File: src/rtl/cache_refill_ctrl.sv
// Miss/refill controller between one L1 cache array and the shared memory port.
// It refills a multi-word line using a word counter. With WRITEBACK=1 it first
// writes back a dirty victim line. It keeps a saturating count of accepted misses
// and uses busy/other_busy to share the memory port with the other controller.
//
// Ports:
//   clk, rst_n              clock, asynchronous active-low reset
//   req, hit                access valid / tag match for this cycle
//   dirty                   victim line dirty (only used when WRITEBACK=1)
//   miss_addr, victim_addr  word addresses of the access and of the victim line
//   other_busy              other controller owns memory
//   mem_rdy                 memory finished the current word
//   mem_re, mem_we          memory read / write enable
//   mem_addr                memory word address {line base, word counter}
//   word_sel                word index into the cache data array
//   cache_we, tag_we        data array write / tag+valid write (clears dirty)
//   stall                   pipeline stall
//   busy                    this controller owns memory
//   miss_cnt                saturating count of accepted misses
module cache_refill_ctrl #(
  parameter int unsigned WORDS_PER_LINE = 4,
  parameter int unsigned ADDR_W         = 16,
  parameter int unsigned WRITEBACK      = 0,
  parameter int unsigned CNT_W          = 16
) (
  input  logic                              clk,
  input  logic                              rst_n,
  input  logic                              req,
  input  logic                              hit,
  input  logic                              dirty,
  input  logic [ADDR_W-1:0]                 miss_addr,
  input  logic [ADDR_W-1:0]                 victim_addr,
  input  logic                              other_busy,
  input  logic                              mem_rdy,
  output logic                              mem_re,
  output logic                              mem_we,
  output logic [ADDR_W-1:0]                 mem_addr,
  output logic [$clog2(WORDS_PER_LINE)-1:0] word_sel,
  output logic                              cache_we,
  output logic                              tag_we,
  output logic                              stall,
  output logic                              busy,
  output logic [CNT_W-1:0]                  miss_cnt
);

  localparam int unsigned OFF_W  = $clog2(WORDS_PER_LINE);
  localparam int unsigned BASE_W = ADDR_W - OFF_W;
  localparam logic [OFF_W-1:0] LAST_WORD = OFF_W'(WORDS_PER_LINE - 1);

  typedef enum logic [1:0] {
    IDLE = 2'd0,
    WB   = 2'd1,
    FILL = 2'd2
  } state_t;

  state_t              state, state_nx;
  logic [OFF_W-1:0]    cnt, cnt_nx;
  logic [BASE_W-1:0]   line_q, victim_q;
  logic                accept;

  // The in-line word offsets are replaced by the counter and never read.
  logic unused_offsets;
  assign unused_offsets = ^{miss_addr[OFF_W-1:0], victim_addr[OFF_W-1:0]};

  // State, word counter, latched line bases and the miss counter.
  always_ff @(posedge clk or negedge rst_n) begin
    if (!rst_n) begin
      state    <= IDLE;
      cnt      <= '0;
      line_q   <= '0;
      victim_q <= '0;
      miss_cnt <= '0;
    end else begin
      state <= state_nx;
      cnt   <= cnt_nx;
      if (accept) begin
        line_q   <= miss_addr[ADDR_W-1:OFF_W];
        victim_q <= victim_addr[ADDR_W-1:OFF_W];
        if (miss_cnt != {CNT_W{1'b1}}) begin
          miss_cnt <= miss_cnt + CNT_W'(1);
        end
      end
    end
  end

  // Next state and outputs. The outputs are combinational so the stall can rise
  // in the cycle the miss is seen. Gating them with rst_n keeps them at 0 while
  // reset is held.
  always_comb begin
    state_nx = state;
    cnt_nx   = cnt;
    accept   = 1'b0;
    mem_re   = 1'b0;
    mem_we   = 1'b0;
    mem_addr = '0;
    word_sel = '0;
    cache_we = 1'b0;
    tag_we   = 1'b0;
    stall    = 1'b0;
    busy     = 1'b0;
    if (rst_n) begin
      case (state)
        IDLE: begin
          if (req && !hit) begin
            // A blocked miss stalls and retries each cycle without being counted.
            stall = 1'b1;
            if (!other_busy) begin
              accept   = 1'b1;
              busy     = 1'b1;
              cnt_nx   = '0;
              state_nx = ((WRITEBACK != 0) && dirty) ? WB : FILL;
            end
          end
        end
        WB: begin
          stall    = 1'b1;
          busy     = 1'b1;
          mem_we   = 1'b1;
          mem_addr = {victim_q, cnt};
          word_sel = cnt;
          if (mem_rdy) begin
            cnt_nx = cnt + OFF_W'(1);
            if (cnt == LAST_WORD) begin
              cnt_nx   = '0;
              state_nx = FILL;
            end
          end
        end
        FILL: begin
          stall    = 1'b1;
          busy     = 1'b1;
          mem_re   = 1'b1;
          mem_addr = {line_q, cnt};
          word_sel = cnt;
          if (mem_rdy) begin
            cache_we = 1'b1;
            cnt_nx   = cnt + OFF_W'(1);
            if (cnt == LAST_WORD) begin
              tag_we   = 1'b1;
              cnt_nx   = '0;
              state_nx = IDLE;
            end
          end
        end
        default: state_nx = IDLE;
      endcase
    end
  end

endmodule

File: config.mk
export PLATFORM = sky130hd
export DESIGN_NAME = cache_refill_ctrl
export DESIGN_NICKNAME = d
export VERILOG_FILES = /design/src/rtl/cache_refill_ctrl.sv
export SDC_FILE = /design/constraint.sdc
export NUM_CORES = 1
export LEC_CHECK = 0
export CORE_MARGIN = 2
export CORE_UTILIZATION = 60
export DETAILED_ROUTE_END_ITERATION = 10
export DONT_BUFFER_PORTS = 1
export GPL_TIMING_DRIVEN = 0
export PLACE_DENSITY = 0.79
export SYNTH_ARGS = -nofsm -noshare
export SYNTH_HDL_FRONTEND = slang
export SYNTH_SLANG_ARGS = --single-unit
File: constraint.sdc
create_clock -name clk -period 2.4 [get_ports clk]
set_input_delay 0.48 -clock clk [delete_from_list [all_inputs] [get_ports clk]]
set_output_delay 0.48 -clock clk [all_outputs]
set_load 0.02 [all_outputs]
==> reports/results.ini, run 1 <==
[timing]
grt_setup_unrepaired = false
relSlewSlack_pct = 56.4
hold_viol_final = 0
drv_slew = 0
setup_viol = 0
skew_ns = 0.0136
max_slew.worst_pin.slew_ns = 0.649
finalCritPeriodShare_pct = 90.8
setup-tns-final_ns = 0
period_needed_ns = 2.18
fmax_ghz = 0.459

[min_path]
hold_path_class = in2reg
hold_depth = 1
min_from = miss_addr[5]
hold_end = line_q[3]

[power_and_ir_drop]
p_leak_uw = 0.000904
p_total_uw = 1650
p_per_area_mw_per_mm2 = 931
irDropWorstVdd_uv = 776

[yosys]
yosys_warnings = 0
syn_nets = 189
synthTopCellsByArea = dfrtp_1 (50%), mux2_2 (10%), and3_1 (7.2%)
async_flop_share_pct = 100
yosysTopAreaCell = dfrtp_1
synth_seq_area_share_pct = 49.9
synth-seq-cells = 33
avgSynthCellArea_um2 = 11.2
syn_inst = 148
synth-edff-count = 0
syn-cell-area_mm2 = 0.00165
yosysMostFrequentCell = dfrtp_1
synthTopCellsByCount = dfrtp_1 (33), and3_1 (19), mux2_2 (15)
netlist.area_leader.share_pct = 49.9
yosys.cell_types.count = 34
ys.flop_type = dfrtp_1

[clocking]
cts-htree-levels = 2
cts_made_buffers = 5
cts_buffer_depth = 2
insertion_delay_ns = 0.34
clock_sink_count = 33
root_buffer = clkbuf_4
path_clk_slew_ns = 0.10
cts_tree = done

[die]
die_h_um = 56.5
rows = 19
io_pins = 79
floorplan.initialDensity_pct = 61.6
dieArea_mm2 = 0.00319
die_w_um = 56.5
coreArea_mm2 = 0.00269

[grt]
grt_pass1_wl_mm = 5.27
antenna_found_initial = 0
overflow = 0
grt_max_degree = 34
grt_pass1_vias = 1059
grt_usage_pct = 21.8

[drt]
routed.top_layer = met4
wirelength_mm = 3.20
remaining_drc_errors = 0
drt_first_iter_violations = 56
first_pass_iters = 4
m1WireLength_mm = 1.35
postRouteAntennaNets = 0
wl_per_cell_um = 16.9
num_vias = 1123
wl_met2_mm = 1.52
via_per_inst = 5.94
met3_length_um = 280

[placement]
gp_congestion = 0.886
portBuffers = 0
hpwl_mm = 2.27

[critical_path]
worstReg2RegEnd = miss_cnt[1]
reg2reg_slack_ns = 0.38
worstPathRequired_ns = 1.92
rr_startpoint = miss_cnt[0]
path_max_fanout = 10
path_class = reg2out
endpoint_kind = primary output
worstPathArrival_ns = 1.70
startpoint_type = flip-flop
r2r_cells = 5

[layout]
nets = 198
drive_above_1_share_pct = 20.3
area_delta_synth_final_pct = 7.11
antenna_cells = 0

[flow_run]
drv_cap = 0

[run_status]
status = completed

==> metrics by stage <==
step / instance area (um^2) / std cells / hold WS [ns] / worst slack [ns] / utilization (%)
final: 1770 / 189 / 0.288 / 0.220 / 66.0
after global routing: 1770 / 189 / 0.265 / 0.0533 / 66.0
after CTS: 1770 / 189 / 0.278 / 0.0521 / 66.0
after detailed placement: 1690 / 179 / 0.185 / 0.220 / 63.0
after global placement: 1690 / 179 / 0.185 / 0.235 / 63.0
after floorplan: 1650 / 148 / 0.184 / 0.339 / -
==> metal layers <==
layer	GRT usage, %	vias to the layer above
met5	0	-
met4	7.14	0
met3	9.68	6
met2	31.9	50
met1	29.0	532
li1	-	535
==> flip-flops by register name, indices dropped and copies added, names as in the netlist <==
name,flops
miss_cnt,16
line_q,14
cnt,2
state,1
==> repair_timing <==
item / 4_1_cts / 5_1_grt
buffers inserted: 0 / 0
setup endpoints to repair: 0 / 1
hold endpoints to repair: 33 / 0
hold buffers: 2 / 0
resized for setup: 0 / 1
==> cells by family after synthesis <==
kind of cell	Yosys count	synth area share (%)
buffers and inverters	12	3.48
multiplexers	15	10.2
XOR/XNOR	14	7.41
AO/OA/AOI/OAI	8	3.10
AND/OR/NAND/NOR	63	24.1
other	1	0.227
adder cells (fa/ha/maj)	2	1.51
flip-flops	33	49.9
==> layout make-up <==
| class | instances | area, um^2 |
|---|---|---|
| Fill cell | 223 | 915 |
| Clock buffer | 8 | 48.8 |
| Inverter | 4 | 15.0 |
| Multi-Input combinational cell | 103 | 771 |
| Timing Repair Buffer | 2 | 30.0 |
| Sequential cell | 33 | 826 |
| Buffer | 8 | 42.5 |
| Tap cell | 31 | 38.8 |
==> worst max-delay path by stage <==
| stage | start | endpoint | slack [ns] | cells after the start |
|---|---|---|---|---|
| after floorplan | hit | busy | 0.34 | 3 |
| after global placement | hit | busy | 0.24 | 3 |
| after detailed placement | rst_n | busy | 0.22 | 3 |
| after CTS | state[1] | busy | 0.05 | 3 |
| after global routing | state[1] | busy | 0.05 | 3 |
| final | state[1] | word_sel[1] | 0.22 | 3 |
==> cell usage in the layout, fill, tap and decap left out, types with 4 or more instances in the layout <==
| cell type | netlist | final |
|---|---|---|
| dfrtp_1 | 33 | 33 |
| and3_1 | 19 | 19 |
| nand2_1 | 10 | 10 |
| nor2_1 | 5 | 5 |
| nor4_1 | 4 | 4 |
| clkbuf_4 | 0 | 5 |
| nor3_1 | 4 | 4 |
| mux2_2 | 15 | 15 |
| clkbuf_1 | 4 | 7 |
| xor2_1 | 12 | 12 |
| inv_1 | 4 | 4 |
==> where the power goes <==
| part | switching (uW) | internal, uW | total [uW] |
|---|---|---|---|
| Combinational | 293 | 203 | 497 |
| Sequential | 141 | 715 | 856 |
| Clock | 180 | 117 | 297 |
==> critical path, cell delays in order, from the launching register on <==
cell and delay (ns):
dfrtp_1 0.50, clkbuf_1 0.32, and3_1 0.36, buf_4 0.19
(Power assumes the default switching activity.)
==> run 2: changes to the inputs <==
--- a/config.mk
+++ b/config.mk
@@ -5,12 +5,13 @@
 export SDC_FILE = /design/constraint.sdc
 export NUM_CORES = 1
 export LEC_CHECK = 0
+export ABC_AREA = 1
 export CORE_MARGIN = 2
 export CORE_UTILIZATION = 60
 export DETAILED_ROUTE_END_ITERATION = 10
 export DONT_BUFFER_PORTS = 1
 export GPL_TIMING_DRIVEN = 0
-export PLACE_DENSITY = 0.79
+export PLACE_DENSITY = 0.84
 export SYNTH_ARGS = -nofsm -noshare
 export SYNTH_HDL_FRONTEND = slang
 export SYNTH_SLANG_ARGS = --single-unit
==> constraint.sdc (replaced) <==
create_clock -name clk -period 2.4 [get_ports clk]
set_input_delay 0.48 -clock clk [delete_from_list [all_inputs] [get_ports clk]]
set_output_delay 0.48 -clock clk [all_outputs]
set_load 0.05 [all_outputs]
==> reports/results.ini, run 2 <==
[grt]
grt_pass1_vias = 1443  ; was 1059
grt_usage_pct = 23.5  ; was 21.8%
antenna_found_initial = 0  ; unchanged
grt_max_degree = 34  ; unchanged
overflow = 0  ; unchanged
grt_pass1_wl_mm = 6.33  ; was 5.27 mm

[layout]
largest_register_ffs = 16  ; unchanged
area_delta_synth_final_pct = 11.0  ; was 7.11%
stdcell_area_mm2 = 0.00214  ; was 0.00177 mm^2
fillers = 255  ; was 223
final_cell_mix = nand2_1 (76), inv_1 (37), dfrtp_1 (33)  ; was dfrtp_1 (33), and3_1 (19), mux2_2 (15)
drive_above_1_share_pct = 18.6  ; was 20.3%
regMostFlops = miss_cnt  ; unchanged
layout.cells.most_common = nand2_1  ; was dfrtp_1
nets = 314  ; was 198
reg_top3 = miss_cnt x16, line_q x14, cnt x2  ; unchanged
antenna_cells = 0  ; unchanged

[yosys]
yosys_warnings = 0  ; unchanged
yosys.cell_types.count = 29  ; was 34
synth-seq-cells = 33  ; unchanged
async_flop_share_pct = 100  ; unchanged
syn_nets = 304  ; was 189
synthTopCellsByArea = dfrtp_1 (43%), nand2_1 (15%), inv_1 (7.2%)  ; was dfrtp_1 (50%), mux2_2 (10%), and3_1 (7.2%)
yosysMostFrequentCell = nand2_1  ; was dfrtp_1
avgSynthCellArea_um2 = 7.34  ; was 11.2 um^2
syn-cell-area_mm2 = 0.00193  ; was 0.00165 mm^2
syn_inst = 263  ; was 148
netlist.area_leader.share_pct = 42.8  ; was 49.9%
synth-edff-count = 0  ; unchanged
synthTopCellsByCount = nand2_1 (76), inv_1 (37), nor2_1 (35)  ; was dfrtp_1 (33), and3_1 (19), mux2_2 (15)
synth_seq_area_share_pct = 42.8  ; was 49.9%
ys.flop_type = dfrtp_1  ; unchanged
yosysTopAreaCell = dfrtp_1  ; unchanged

[clocking]
cts-htree-levels = 2  ; unchanged
insertion_delay_ns = 0.34  ; about the same
path_clk_slew_ns = 0.11  ; was 0.10 ns
cts_setup_buffers = 0  ; unchanged
cts_made_buffers = 5  ; unchanged
clock_sink_count = 33  ; unchanged
root_buffer = clkbuf_4  ; unchanged
cts_buffer_depth = 2  ; unchanged
cts_tree = done  ; unchanged

[critical_path]
worstReg2RegEnd = miss_cnt[11]  ; was miss_cnt[1]
path_max_fanout = 10  ; unchanged
reg2reg_slack_ns = 0.52  ; was 0.38 ns
worstPathRequired_ns = 1.92  ; about the same
r2r_cells = 7  ; was 5
endpoint_kind = primary output  ; unchanged
worstPathArrival_ns = 1.84  ; was 1.70 ns
rr_startpoint = miss_cnt[1]  ; was miss_cnt[0]
startpoint_type = flip-flop  ; unchanged
cp-endpoint = word_sel[1]  ; unchanged
path_class = reg2out  ; unchanged
cp-startpoint = state[1]  ; unchanged

[timing]
fmax_ghz = 0.431  ; was 0.459 GHz
drv_slew = 0  ; unchanged
period_needed_ns = 2.32  ; was 2.18 ns
grt_setup_unrepaired = true  ; was false
finalCritPeriodShare_pct = 96.7  ; was 90.8%
setup-tns-final_ns = 0  ; unchanged
setup_viol = 0  ; unchanged
skew_ns = 0.00317  ; was 0.0136 ns
final.setup.worst_slack_ns = 0.0793  ; was 0.220 ns
whs_ns = 0.256  ; was 0.288 ns
relSlewSlack_pct = 41.5  ; was 56.4%
max_slew.worst_pin.slew_ns = 0.874  ; was 0.649 ns
hold_viol_final = 0  ; unchanged

[power_and_ir_drop]
p_total_uw = 2040  ; was 1650 uW
p_clk_share_pct = 20.9  ; was 18.0%
pwr-share-seq_pct = 41.8  ; was 51.9%
comb_power_share_pct = 37.4  ; was 30.1%
swShare_pct = 48.0  ; was 37.3%
p_per_area_mw_per_mm2 = 950  ; was 931 mW/mm^2
switchingPower_uw = 976  ; was 614 uW
irDropWorstVdd_uv = 802  ; was 776 uV
intPower_uw = 1060  ; was 1030 uW
p_leak_uw = 0.00101  ; was 0.000904 uW

[drt]
remaining_drc_errors = 0  ; unchanged
num_vias = 1627  ; was 1123
met3_length_um = 239  ; was 280 um
drt_first_iter_violations = 126  ; was 56
first_pass_iters = 4  ; unchanged
m1WireLength_mm = 1.73  ; was 1.35 mm
wl_met2_mm = 1.87  ; was 1.52 mm
wirelength_mm = 3.87  ; was 3.20 mm
wl_per_cell_um = 12.2  ; was 16.9 um
routed.top_layer = met4  ; unchanged
via_per_inst = 5.12  ; was 5.94
postRouteAntennaNets = 0  ; unchanged

[die]
die_w_um = 60.7  ; was 56.5 um
coreArea_mm2 = 0.00305  ; was 0.00269 mm^2
io_pins = 79  ; unchanged
dieArea_mm2 = 0.00369  ; was 0.00319 mm^2
rows = 20  ; was 19
floorplan.initialDensity_pct = 63.2  ; was 61.6%
die_h_um = 60.7  ; was 56.5 um

[min_path]
hold_path_class = in2reg  ; unchanged

[flow_run]
drv_cap = 0  ; unchanged

[placement]
portBuffers = 0  ; unchanged
hpwl_mm = 2.82  ; was 2.27 mm
dp_slack_ns = 0.128  ; was 0.220 ns
gp_congestion = 0.865  ; was 0.886
place_area_mm2 = 0.00200  ; was 0.00169 mm^2

[run_status]
status = completed  ; unchanged

## run 2: cell types whose count changed in the layout (fill, tap and decap cells not counted), sizes merged, moves of 4 or more
cell    change
o21ai      +20
nor2       +40
inv        +34
mux2       -15
clkbuf      -5
nand3      +10
and3       -19
nor3        -4
nand2      +72
nor4        -6
xor2       -11
## run 2: worst min path at each step
stage / cells after the start / to / from / slack [ns]
after detailed placement: 0 / line_q[1] / rst_n / 0.19
after floorplan: 0 / cnt[0] / rst_n / 0.18
after global routing: 2 / line_q[6] / miss_addr[8] / 0.22
after CTS: 2 / line_q[3] / miss_addr[5] / 0.25
after global placement: 0 / line_q[1] / rst_n / 0.19
final: 2 / line_q[0] / miss_addr[2] / 0.26
## run 2: timing repair
item | in CTS | in global routing
resized for setup | 2 | 11
hold buffers | 2 | 0
hold endpoints to repair | 33 | 0
setup endpoints to repair | 12 | 11
## run 2: kinds of logic after synthesis
family | synth area share [%]
adders and majority gates | 1.30
buffers and inverters | 10.2
xor gates and xnor gates | 1.36
and+or+nand+nor | 37.5
AOI/OAI and AO/OA | 6.61
other | 0.194
DFF | 42.8
## run 2: final cells by class
cell class | instances | area (um^2) | share of cell area [%]
Buffer | 8 | 52.6 | 2.45
Clock buffer | 5 | 37.5 | 1.75
Clock inverter | 3 | 46.3 | 2.16
Inverter | 39 | 146 | 6.83
Multi-Input combinational cell | 183 | 941 | 43.9
Sequential cell | 33 | 826 | 38.6
Tap cell | 44 | 55.1 | 2.57
Timing Repair Buffer | 3 | 37.5 | 1.75
## run 2: worst max-delay path, stage by stage, from the launching register on
cell and delay [ns]:
dfrtp_1 0.44, nand2_1 0.08, buf_2 0.19, nor2_2 0.47
buf_4 0.31
## run 2: power by group through the flow
stage	Combinational, uW	Clock (uW)	Sequential, uW
6_report	761	425	850
5_1_grt	823	468	866
4_1_cts	733	429	849
3_5_place_dp	710	0	862
3_3_place_gp	693	0	858
2_1_floorplan	651	0	840
## run 2: stage by stage
| step | instances | util [%] |
|---|---|---|
| floorplan | 263 | - |
| global placement | 307 | 65.0 |
| detailed placement | 308 | 65.4 |
| CTS | 318 | 69.3 |
| global route | 318 | 70.2 |
| finish | 318 | 70.2 |
## run 2: metal layers
layer | vias up | global-route usage (%)
met3 | 4 | 6.61
met4 | 0 | 10.2
met2 | 48 | 37.2
li1 | 828 | -
met1 | 747 | 30.2
met5 | - | 0
==> run 3: changes to the inputs <==
--- a/config.mk
+++ b/config.mk
@@ -7,11 +7,11 @@
 export LEC_CHECK = 0
 export ABC_AREA = 1
 export CORE_MARGIN = 2
-export CORE_UTILIZATION = 60
+export CORE_UTILIZATION = 45
 export DETAILED_ROUTE_END_ITERATION = 10
 export DONT_BUFFER_PORTS = 1
 export GPL_TIMING_DRIVEN = 0
-export PLACE_DENSITY = 0.84
+export PLACE_DENSITY = 0.68
 export SYNTH_ARGS = -nofsm -noshare
 export SYNTH_HDL_FRONTEND = slang
 export SYNTH_SLANG_ARGS = --single-unit
==> reports/results.ini, run 3 (same netlist as run 2, synthesis figures left out) <==
[timing]
hold_viol_final = 0  ; unchanged
whs_ns = 0.0206  ; was 0.256 ns
fmax_ghz = 0.396  ; was 0.431 GHz
drv_slew = 0  ; unchanged
max_slew.worst_pin.slew_ns = 0.932  ; was 0.874 ns
relSlewSlack_pct = 37.6  ; was 41.5%
skew_ns = 0.00544  ; was 0.00317 ns
grt_setup_unrepaired = true  ; unchanged
final.setup.worst_slack_ns = -0.126  ; was 0.0793 ns
setup_viol = 2  ; was 0
period_needed_ns = 2.53  ; was 2.32 ns
finalCritPeriodShare_pct = 105  ; was 96.7%
setup-tns-final_ns = -0.243  ; was 0 ns

[critical_path]
path_class = reg2out  ; unchanged
r2r_cells = 8  ; was 7
startpoint_type = flip-flop  ; unchanged
endpoint_kind = primary output  ; unchanged
worstReg2RegEnd = miss_cnt[3]  ; was miss_cnt[11]
rr_startpoint = miss_cnt[1]  ; unchanged
reg2reg_slack_ns = 0.52  ; about the same
worstPathArrival_ns = 2.05  ; was 1.84 ns
worstPathRequired_ns = 1.92  ; about the same
path_max_fanout = 10  ; unchanged

[grt]
grt_usage_pct = 18.2  ; was 23.5%
overflow = 0  ; unchanged
grt_pass1_vias = 1558  ; was 1443
antenna_found_initial = 0  ; unchanged
grt_pass1_wl_mm = 6.99  ; was 6.33 mm
grt_max_degree = 34  ; unchanged

[power_and_ir_drop]
comb_power_share_pct = 34.9  ; was 37.4%
intPower_uw = 1170  ; was 1060 uW
p_per_area_mw_per_mm2 = 988  ; was 950 mW/mm^2
p_leak_uw = 0.00102  ; was 0.00101 uW
pwr-share-seq_pct = 40.0  ; was 41.8%
p_clk_share_pct = 25.1  ; was 20.9%
irDropWorstVdd_uv = 593  ; was 802 uV
swShare_pct = 45.1  ; was 48.0%
switchingPower_uw = 965  ; was 976 uW

[clocking]
cts-htree-levels = 2  ; unchanged
insertion_delay_ns = 0.28  ; was 0.34 ns
cts_tree = done  ; unchanged
root_buffer = clkbuf_8  ; was clkbuf_4
cts_buffer_depth = 2  ; unchanged
clock_sink_count = 33  ; unchanged
cts_made_buffers = 5  ; unchanged
path_clk_slew_ns = 0.07  ; was 0.11 ns

[layout]
largest_register_ffs = 16  ; unchanged
regMostFlops = miss_cnt  ; unchanged
area_delta_synth_final_pct = 12.3  ; was 11.0%
fillers = 379  ; was 255
drive_above_1_share_pct = 17.2  ; was 18.6%
nets = 313  ; was 314
reg_top3 = miss_cnt x16, line_q x14, cnt x2  ; unchanged
antenna_cells = 0  ; unchanged
final_cell_mix = nand2_1 (76), inv_1 (37), dfrtp_1 (33)  ; unchanged
layout.cells.most_common = nand2_1  ; unchanged
utilization_pct = 53.4  ; was 70.2%

[drt]
num_vias = 1626  ; was 1627
postRouteAntennaNets = 0  ; unchanged
drt_first_iter_violations = 69  ; was 126
first_pass_iters = 4  ; unchanged
wirelength_mm = 4.08  ; was 3.87 mm
via_per_inst = 5.03  ; was 5.12
remaining_drc_errors = 0  ; unchanged
wl_per_cell_um = 12.6  ; was 12.2 um

[die]
floorplan.initialDensity_pct = 47.5  ; was 63.2%
io_pins = 79  ; unchanged
die_h_um = 69.5  ; was 60.7 um
die_w_um = 69.5  ; was 60.7 um
dieArea_mm2 = 0.00483  ; was 0.00369 mm^2
coreArea_mm2 = 0.00406  ; was 0.00305 mm^2
rows = 23  ; was 20

[flow_run]
drv_cap = 0  ; unchanged

[placement]
gp_congestion = 0.800  ; was 0.865
hpwl_mm = 2.94  ; was 2.82 mm
portBuffers = 0  ; unchanged

[run_status]
status = complete, but fails checks  ; was completed
failed_checks = setup timing

[min_path]
hold_path_class = in2async  ; was in2reg

run 3: cell count changes in the layout (fill, tap and decap cells not counted):
cell           change
buf_1              +1
clkinv_4           -1
nor2_1             +2
clkbuf_4           -5
clkbuf_1           +1
nor2_2             -2
dlygate4sd3_1      -1
clkbuf_2           -1
clkinvlp_4         -1
clkbuf_8           +6
run 3: worst max path at each step:
| stage | from | end | slack, ns |
|---|---|---|---|
| 2_1_floorplan | rst_n | tag_we | 0.07 |
| 3_3_place_gp | rst_n | tag_we | -0.0009 |
| 3_5_place_dp | rst_n | word_sel[0] | 0.14 |
| 4_1_cts | state[1] | word_sel[0] | -0.14 |
| 5_1_grt | state[1] | word_sel[0] | -0.20 |
| 6_report | state[1] | word_sel[0] | -0.13 |
run 3: stage by stage:
stage | area (um^2) | setup WS, ns | power (uW) | instances
2_1_floorplan | 1930 | 0.0692 | 1490 | 263
3_3_place_gp | 1990 | -0.000897 | 1550 | 313
3_5_place_dp | 2000 | 0.137 | 1570 | 314
4_1_cts | 2170 | -0.139 | 2160 | 323
5_1_grt | 2170 | -0.202 | 2260 | 323
6_report | 2170 | -0.126 | 2140 | 323
run 3: repair_timing:
item,in CTS,in global routing
setup endpoints to repair,12,9
hold buffers,1,0
gates cloned,0,0
gates resized for setup,10,0
hold endpoints to repair,33,0
setup buffers,0,0
run 3: per-layer routing:
metal  up-vias  wire, um  track usage (%)
li1        829         -                -
met1       739      1810             21.5
met2        51      1970             30.0
met3         7       240             6.40
met4         0        66             7.63
met5         -         0                0
run 3: power groups by stage:
stage                     combinational [uW]  sequential, uW  clock, uW
after floorplan                          651             840          0
after global placement                   697             856          0
after detailed placement                 707             865          0
after CTS                                751             855        553
after global routing                     807             871        579
final                                    747             855        537
run 3: layout make-up:
type                       instances  area (um^2)  area share (%)
timing repair buffer               2         27.5            1.27
buffer                             8         51.3            2.37
sequential                        33          826            38.1
clock buffer                       7         86.3            3.99
inverter                          39          146            6.76
tap                               50         62.6            2.89
clock inverter                     1         30.0            1.39
multi-input combinational        183          936            43.2
run 3: critical path: stages (launching register included):
cell	delay [ns]
dfrtp_1	0.43
nand2_1	0.08
buf_2	0.19
nor2_1	0.72
buf_4	0.34
